## src/rtl/debounce_bank_pkg.sv

```systemverilog
// Shared definitions for the debounce bank: per-channel FSM state encoding
// and the legal range of the input synchroniser depth.
package debounce_bank_pkg;

  // Per-channel debounce FSM states (2-bit encoding, all codes used).
  typedef enum logic [1:0] {
    STABLE_0 = 2'b00,
    PEND_1   = 2'b01,
    STABLE_1 = 2'b10,
    PEND_0   = 2'b11
  } state_e;

  // Synchroniser depth bounds; out-of-range requests are clamped.
  localparam int SYNC_STAGES_MIN = 2;
  localparam int SYNC_STAGES_MAX = 4;

endpackage

```

## src/rtl/debounce_channel.sv

```systemverilog
// One debounce channel: input synchroniser, 4-state debounce FSM with a
// down-counter, registered level and edge pulses. rise_nxt/fall_nxt expose
// the next-cycle pulse values so the top can register any_event in step.
module debounce_channel
  import debounce_bank_pkg::*;
#(
  parameter int CNT_WIDTH   = 19,
  parameter int SYNC_STAGES = 2
) (
  input  logic                 clk,
  input  logic                 reset,
  input  logic                 raw,
  input  logic [CNT_WIDTH-1:0] thresh,
  output logic                 q,
  output logic                 rise,
  output logic                 fall,
  output logic                 rise_nxt,
  output logic                 fall_nxt
);

  localparam int DEPTH = (SYNC_STAGES < SYNC_STAGES_MIN) ? SYNC_STAGES_MIN :
                         (SYNC_STAGES > SYNC_STAGES_MAX) ? SYNC_STAGES_MAX :
                         SYNC_STAGES;

  logic [DEPTH-1:0]     sync_q;
  logic                 s;
  state_e               state_q, state_d;
  logic [CNT_WIDTH-1:0] cnt_q, cnt_d;
  logic [CNT_WIDTH-1:0] load_val;
  logic                 q_d;

  assign s = sync_q[DEPTH-1];

  // thresh of 0 is treated as 1, so the load value never underflows.
  assign load_val = (thresh == '0) ? '0 : thresh - CNT_WIDTH'(1);

  // Synchronise the asynchronous raw input into the clk domain.
  // NOTE: the synchroniser flops are reset as well, so s is a defined 0
  // straight out of reset instead of whatever the pad happened to hold.
  always_ff @(posedge clk or posedge reset) begin
    if (reset) sync_q <= '0;
    else       sync_q <= {sync_q[DEPTH-2:0], raw};
  end

  // FSM next-state, counter and output decode.
  // NOTE: every signal gets a default before the case; a path that leaves one
  // unassigned would infer a latch.
  always_comb begin
    state_d  = state_q;
    cnt_d    = cnt_q;
    q_d      = q;
    rise_nxt = 1'b0;
    fall_nxt = 1'b0;
    case (state_q)
      STABLE_0: begin
        if (s) begin
          state_d = PEND_1;
          cnt_d   = load_val;
        end
      end
      PEND_1: begin
        if (!s) begin
          state_d = STABLE_0;
        end else if (cnt_q == '0) begin
          state_d  = STABLE_1;
          q_d      = 1'b1;
          rise_nxt = 1'b1;
        end else begin
          cnt_d = cnt_q - CNT_WIDTH'(1);
        end
      end
      STABLE_1: begin
        if (!s) begin
          state_d = PEND_0;
          cnt_d   = load_val;
        end
      end
      PEND_0: begin
        if (s) begin
          state_d = STABLE_1;
        end else if (cnt_q == '0) begin
          state_d  = STABLE_0;
          q_d      = 1'b0;
          fall_nxt = 1'b1;
        end else begin
          cnt_d = cnt_q - CNT_WIDTH'(1);
        end
      end
      default: begin
        state_d = STABLE_0;
        cnt_d   = '0;
      end
    endcase
  end

  // State, counter and registered outputs.
  // NOTE: sequential state uses non-blocking assignments so every flop samples
  // pre-edge values regardless of statement order.
  always_ff @(posedge clk or posedge reset) begin
    if (reset) begin
      state_q <= STABLE_0;
      cnt_q   <= '0;
      q       <= 1'b0;
      rise    <= 1'b0;
      fall    <= 1'b0;
    end else begin
      state_q <= state_d;
      cnt_q   <= cnt_d;
      q       <= q_d;
      rise    <= rise_nxt;
      fall    <= fall_nxt;
    end
  end

endmodule

```

## src/rtl/debounce_bank.sv

```systemverilog
// Bank of independent debounce channels sharing one threshold, plus a
// registered any_event flag aligned with the per-channel rise/fall pulses.
module debounce_bank
  import debounce_bank_pkg::*;
#(
  parameter int CHANNELS    = 4,
  parameter int CNT_WIDTH   = 19,
  parameter int SYNC_STAGES = 2
) (
  input  logic                 clk,
  input  logic                 reset,
  input  logic [CHANNELS-1:0]  raw,
  input  logic [CNT_WIDTH-1:0] thresh,
  output logic [CHANNELS-1:0]  q,
  output logic [CHANNELS-1:0]  rise,
  output logic [CHANNELS-1:0]  fall,
  output logic                 any_event
);

  logic [CHANNELS-1:0] rise_nxt;
  logic [CHANNELS-1:0] fall_nxt;

  for (genvar i = 0; i < CHANNELS; i++) begin : g_ch
    debounce_channel #(
      .CNT_WIDTH  (CNT_WIDTH),
      .SYNC_STAGES(SYNC_STAGES)
    ) u_ch (
      .clk     (clk),
      .reset   (reset),
      .raw     (raw[i]),
      .thresh  (thresh),
      .q       (q[i]),
      .rise    (rise[i]),
      .fall    (fall[i]),
      .rise_nxt(rise_nxt[i]),
      .fall_nxt(fall_nxt[i])
    );
  end

  // Register the OR of the next-cycle pulses so any_event lines up with them.
  always_ff @(posedge clk or posedge reset) begin
    if (reset) any_event <= 1'b0;
    else       any_event <= |(rise_nxt | fall_nxt);
  end

endmodule

```

## config.mk

```make
export PLATFORM = sky130hd
export DESIGN_NAME = debounce_bank
export DESIGN_NICKNAME = d
export VERILOG_FILES = /design/src/rtl/debounce_bank_pkg.sv /design/src/rtl/debounce_channel.sv /design/src/rtl/debounce_bank.sv
export SDC_FILE = /design/constraint.sdc
export NUM_CORES = 1
export LEC_CHECK = 0
export ABC_AREA = 1
export BUFFER_PORTS_ARGS = -buffer_cell sky130_fd_sc_hd__buf_4
export CAP_MARGIN = 5
export CORE_UTILIZATION = 45
export CTS_CLUSTER_SIZE = 40
export DETAILED_ROUTE_END_ITERATION = 12
export GPL_TIMING_DRIVEN = 1
export PLACE_DENSITY = 0.62
export SYNTH_ARGS = -nofsm -noshare
export SYNTH_HDL_FRONTEND = slang
export SYNTH_SLANG_ARGS = --single-unit
```

## constraint.sdc

```tcl
create_clock -name clk -period 3.9 [get_ports clk]
set_input_delay 0.78 -clock clk [delete_from_list [all_inputs] [get_ports clk]]
set_output_delay 0.78 -clock clk [all_outputs]
set_load 0.02 [all_outputs]
```

* Yosys cells after proc, flatten, opt, wreduce, memory -nomap -nowiden
Cells that the tools add are included.
Word-level totals: output and inout bits 13, flip-flop bits (word level) 105, word-level logic and storage cells 194
Cells by class: add/sub/neg operators 5, eq/ne operators 44, bitwise logic cells 1, mux-type cells 93, reductions and logical operators 26
Operators by type and width (count):
- $mux W19 | 21
- $pmux W19 S4 | 4
- $logic_not A19 Y1 | 5
- $sub A19 B1 Y19 const B | 5
- $mux W2 | 24
- $mux W1 | 36
- $ne A2 B1 Y1 const B | 16
- $pmux W2 S4 | 4
- $reduce_and A4 Y1 | 8
- $reduce_and A5 Y1 | 4
- $eq A2 B2 Y1 const B | 8
- $ne A2 B2 Y1 const B | 8
- $ne A3 B1 Y1 const B | 4
- $ne A3 B3 Y1 const B | 4
- $eq A2 B1 Y1 const B | 4
- $logic_not A2 Y1 | 4
- $pmux W1 S2 | 4
- $reduce_bool A2 Y1 | 4
- $or A4 B4 Y4 | 1
- $reduce_or A4 Y1 | 1

* Longest topological paths before layout
depth in word-level cells 6, depth in mapped cells 12

* Hierarchy
From an unflattened synthesis, not the netlist that was laid out.
Unflattened totals: cell total of the unflattened synthesis 1367, area, all modules 8584.5 um2
Modules (own cells, without submodules):
- debounce_channel (g_ch[1].u_ch) | seq. area each 650.6 um2, instances 1, cells an instance 340, area an instance 2158.3 um2
- debounce_channel (g_ch[0].u_ch) | seq. area each 650.6 um2, instances 1, cells an instance 336, area an instance 2122.0 um2
- debounce_channel (g_ch[2].u_ch) | seq. area each 650.6 um2, instances 1, cells an instance 338, area an instance 2110.8 um2
- debounce_channel (g_ch[3].u_ch) | seq. area each 650.6 um2, instances 1, cells an instance 336, area an instance 2108.3 um2
- debounce_bank | seq. area each 25.0 um2, instances 1, cells an instance 17, area an instance 85.1 um2

* Worst setup path after synthesis
Ideal clock, no wire load.
kind input-to-reg, start point in thresh[0], end point reg g_ch[1].u_ch.cnt_q[16], cell stages on the path 10, buffers on the path 1, slack 1.860 ns, library setup time 0.117 ns, arrival time 1.923 ns, cells stage by stage inv_1 -> ha_1 -> nand2_2 -> nor2_4 -> nand3_2 -> buf_6 -> nand3_2 -> nand2_1 -> nand3_1 -> nand2_1
Between the ends: word-level cells in the longest chain between the ends 4, elaborated cells between the ends (all ways) 6, classes of those cells 1 x add/sub; 4 x mux; 1 x reduce/logical
RTL lines:
- start, declared | line debounce_bank.sv:13 | input logic [CNT_WIDTH-1:0] thresh,
- $sub A19 B1 Y19 / $logic_not A19 Y1 (equally long branches) | line debounce_channel.sv:35 | assign load_val = (thresh == '0) ? '0 : thresh - CNT_WIDTH'(1);
- $mux W19 (*) | line debounce_channel.sv:35
- $mux W19, on equally long branches | line debounce_channel.sv:73, debounce_channel.sv:56
- $pmux W19 S4 (*) | line debounce_channel.sv:54 | case (state_q)
- end signal, assigned | line debounce_channel.sv:108 | cnt_q <= cnt_d;
- end, declared | line debounce_channel.sv:28 | logic [CNT_WIDTH-1:0] cnt_q, cnt_d;
Every way passes the cells marked *; elsewhere a longest branch is shown, timed or not. The select of a mux whose other input is x is not followed. A chain may end at the register's enable or synchronous reset.

* Worst setup path after layout
start point in thresh[0], end point reg g_ch[0].u_ch.cnt_q[12]
Between the ends: word-level cells in the longest chain between the ends 4, elaborated cells between the ends (all ways) 6, classes of those cells 1 x add/sub; 4 x mux; 1 x reduce/logical
RTL lines (line):
- $sub A19 B1 Y19 / $logic_not A19 Y1 (equally long branches) | debounce_channel.sv:35
- $mux W19 (*) | debounce_channel.sv:35
- $mux W19, on equally long branches | debounce_channel.sv:73, debounce_channel.sv:56
- $pmux W19 S4 (*) | debounce_channel.sv:54
- end signal, assigned | debounce_channel.sv:108
- end, declared | debounce_channel.sv:28
Marks and branches as above.

==> impl_table.tex <==
\begin{tabular}{lr}
\hline
Metric & Value \\
\hline
\multicolumn{2}{l}{\textbf{CTS}} \\
\quad Clock tree from TritonCTS & done \\
\quad Resize count post-CTS & 0 \\
\quad Clock buffers created by TritonCTS & 9 \\
\quad CTS Hold Bufs & 0 \\
\quad Clock Path Buffers & 2 \\
\quad Clk root buf & clkbuf\_16 \\
\quad Total clock sinks & 105 \\
\quad Clock transition time at the flip-flop clock pins of the worst setup and hold paths & 0.07 ns \\
\quad Clock network latency to the later pin of the worst-skew pair & 0.37 ns \\
\quad H-tree depth & 3 \\
\quad Setup bufs post-CTS & 0 \\
\multicolumn{2}{l}{\textbf{Run}} \\
\quad Reported max-cap violation count & 0 \\
\multicolumn{2}{l}{\textbf{Final layout}} \\
\quad Final nets & 1118 \\
\quad Diodes inserted & 0 \\
\quad Most common cell after layout, fill and taps aside & nand2\_1 \\
\quad Fraction of final layout cells sized beyond drive strength 1 & 10.3\% \\
\quad Finished Layout Cells & 1305 \\
\quad Register Area & 0.00263 mm\^{}2 \\
\quad Commonest non-fill, non-tap cells in the layout & 373 x nand2\_1, 145 x nor2\_1, 105 x dfrtp\_1 \\
\quad Area grow syn2layout & 7.62\% \\
\quad Design area & 0.00788 mm\^{}2 \\
\quad Total area of multi-input combinational cells & 0.00401 mm\^{}2 \\
\quad Count of filler cells inserted in the layout & 1682 \\
\multicolumn{2}{l}{\textbf{Power}} \\
\quad Power Dens Cells & 364 mW/mm\^{}2 \\
\quad Sequential power share & 46.7\% \\
\quad Power share of the combinational group & 21.7\% \\
\quad Post-layout power & 2.87 mW \\
\quad Static Leak & 3.85 nW \\
\quad Pint & roughly 1.9 mW \\
\quad Switching power of the nets & 0.981 mW \\
\quad Fraction of power spent switching nets & approximately a third \\
\quad Clk pwr share & between 30\% and 40\% \\
\quad Worst supply voltage drop on vdd & 0.209 mV \\
\multicolumn{2}{l}{\textbf{Critical path}} \\
\quad Endpoint of the most critical setup path & g\_ch[0].u\_ch.cnt\_q[12] \\
\quad Category of the most critical setup path & input pin to flip-flop \\
\quad Reg2reg start & g\_ch[2].u\_ch.state\_q[0] \\
\quad Arrival time at the worst endpoint & 2.84 ns \\
\quad Logic depth of the worst register-to-register path & 9 \\
\quad Worst setup path startpoint & thresh[0] \\
\quad Sort of element at the end of the critical path & flip-flop \\
\quad Reg2reg setup slack & 1.64 ns \\
\quad WP data required & between 4 and 5 ns \\
\quad R2r endpoint & g\_ch[2].u\_ch.cnt\_q[14] \\
\quad Type of element launching the critical path & input pin \\
\quad Max FO, Critical Path & 23 \\
\multicolumn{2}{l}{\textbf{Die}} \\
\quad Initial core utilization & 46.1\% \\
\quad Area of the die & 0.0168 mm\^{}2 \\
\quad Die W & around 130 um \\
\quad Standard cell core area & 0.0159 mm\^{}2 \\
\quad Number of rows in the core area & 46 \\
\quad Die outline height & $\sim$130 um \\
\quad Top-level I/O count & 38 \\
\multicolumn{2}{l}{\textbf{Global route}} \\
\quad Largest net degree at the start of global routing & 73 \\
\quad Number of global-route vias before repair & between 6000 and 7000 \\
\quad GR Overflow Total & 0 \\
\quad GRT Total Usage & around a quarter \\
\quad Number of antenna violations at the first check in global routing & 0 \\
\quad First-pass GRT wire length & 31.8 mm \\
\multicolumn{2}{l}{\textbf{Placement}} \\
\quad Number of buffers added on ports & 37 \\
\quad Total placed cells including tap cells & $\sim$1300 \\
\quad Worst slack at placement & 0.961 ns \\
\quad DP Wirelength & 14.3 mm \\
\quad Area post-placement & 0.00759 mm\^{}2 \\
\quad Routability congestion estimate from global placement & 0.933 \\
\multicolumn{2}{l}{\textbf{Drt}} \\
\quad Average vias per placed instance & 5.22 \\
\quad Number of detailed-route iterations in the first pass & 8 \\
\quad Routed wirelength normalized by instance count & 15.2 um \\
\quad Total number of vias & slightly below 7000 \\
\quad Number of remaining DRC errors & 0 \\
\quad Antenna Nets Post-Route & 0 \\
\quad DRT Wirelength & 19.8 mm \\
\quad 1st-iter DRT viols & $\sim$550 \\
\multicolumn{2}{l}{\textbf{Synth}} \\
\quad Sequential share of the synthesized area & approximately 36\% \\
\quad Share of synthesized registers carrying an async set or reset & 100\% \\
\quad Dominant register cell in the synthesized netlist & dfrtp\_1 \\
\quad Syn avg cell area & between 6 and 7 um\^{}2 \\
\quad Yosys Warn Count & 0 \\
\quad Post-Synthesis Net Count & 1109 \\
\quad EDFF count, synth & 0 \\
\quad Post-synthesis instance total & 1075 \\
\quad Area of the mapped netlist & approximately 0.0073 mm\^{}2 \\
\quad Yosys cell types & 44 \\
\quad Flip-flop and latch count after synthesis & roughly 110 \\
\multicolumn{2}{l}{\textbf{STA}} \\
\quad Final setup violating endpoints & 0 \\
\quad RSZ-0062 raised after global routing & no \\
\quad Summed negative setup slack over all endpoints & 0 ns \\
\quad Worst setup slack after layout & 1.32 ns \\
\quad Hold violation total from the final report & 0 \\
\quad Fmax & roughly 390 MHz \\
\quad Minimum clock period & approximately 2.6 ns \\
\quad Max-slew headroom & 38.4\% \\
\quad Slew Limit Fails & 0 \\
\quad Share of the cycle needed by the critical path after routing & approximately two thirds \\
\quad Slew at the pin closest to its max-slew limit & 0.923 ns \\
\quad Layout Skew & between 0.007 and 0.008 ns \\
\multicolumn{2}{l}{\textbf{Worst hold path}} \\
\quad HP Class & flip-flop to flip-flop \\
\multicolumn{2}{l}{\textbf{Status}} \\
\quad Run status & finished, final reports clean \\
\hline
\end{tabular}
registers in the layout, indices dropped and copies added (netlist names), named ones only:
register / count
any_event: 1
g_ch.u_ch.cnt_q: 76
g_ch.u_ch.fall: 4
g_ch.u_ch.q: 4
g_ch.u_ch.rise: 4
g_ch.u_ch.state_q: 4
g_ch.u_ch.sync_q: 8
logic make-up after synthesis:
kind of cell	Yosys count	synth area share [%]
and+or+nand+nor	692	41.6
buffers and inverters	141	9.31
DFF	105	35.9
AOI/OAI and AO/OA	99	8.17
xor gates and xnor gates	29	3.47
adders and majority gates	9	1.54
synthesized netlist by cell type, types with 11 or more instances:
cell type	n	area, um^2
nand2_1	373	1400
nor2_1	145	544
dfrtp_1	105	2630
nand3_1	99	495
inv_1	91	342
a21oi_1	31	155
o21ai_0	28	140
xor2_1	23	201
buf_4	17	128
nand4_1	14	87.6
o21ai_1	13	65.1
nand3b_1	11	82.6
through the flow:
step | hold WS [ns] | util [%]
floorplan | 0.331 | -
global placement | 0.333 | 47.8
detailed placement | 0.337 | 47.8
CTS | 0.351 | 49.6
global route | 0.355 | 49.6
finish | 0.351 | 49.6
power by group through the flow:
stage	combinational [mW]	sequential [mW]	clock, mW
floorplan	0.493	1.31	0
global placement	0.616	1.36	0
detailed placement	0.622	1.36	0
CTS	0.625	1.34	0.938
global route	0.711	1.36	0.974
finish	0.624	1.34	0.905
worst max-delay path, stage by stage:
cell and delay [ns]:
buf_4 0.11, inv_1 0.13, ha_1 0.27, nand2_2 0.13, nor2_4 0.17, nand3_2 0.49, nand3_1 0.49, nand2_1 0.09
nand3_1 0.11, nand2_1 0.06
cell type report:
class	instances	area share, %
clock buffer	11	3.21
clock inverter	5	0.476
inverter	99	4.81
multi-input combinational	829	50.9
sequential	105	33.3
tap	216	3.43
timing repair buffer	40	3.81
worst min-delay path by stage:
stage	start	end	cells after the start	slack [ns]
after CTS	g_ch[2].u_ch.sync_q[0]	g_ch[2].u_ch.sync_q[1]	0	0.35
final	g_ch[0].u_ch.sync_q[0]	g_ch[0].u_ch.sync_q[1]	0	0.35
after floorplan	g_ch[0].u_ch.sync_q[0]	g_ch[0].u_ch.sync_q[1]	0	0.33
after global placement	g_ch[0].u_ch.sync_q[0]	g_ch[0].u_ch.sync_q[1]	0	0.33
after detailed placement	g_ch[0].u_ch.sync_q[0]	g_ch[0].u_ch.sync_q[1]	0	0.34
after global routing	g_ch[2].u_ch.sync_q[0]	g_ch[2].u_ch.sync_q[1]	0	0.35
routing by layer:
metal,GRT usage (%),wire [um]
met3,3.88,1030
met2,40.0,8850
met5,0,0
met1,34.1,9450
met4,8.28,446
Note: power is estimated with default switching activity, not from simulation.
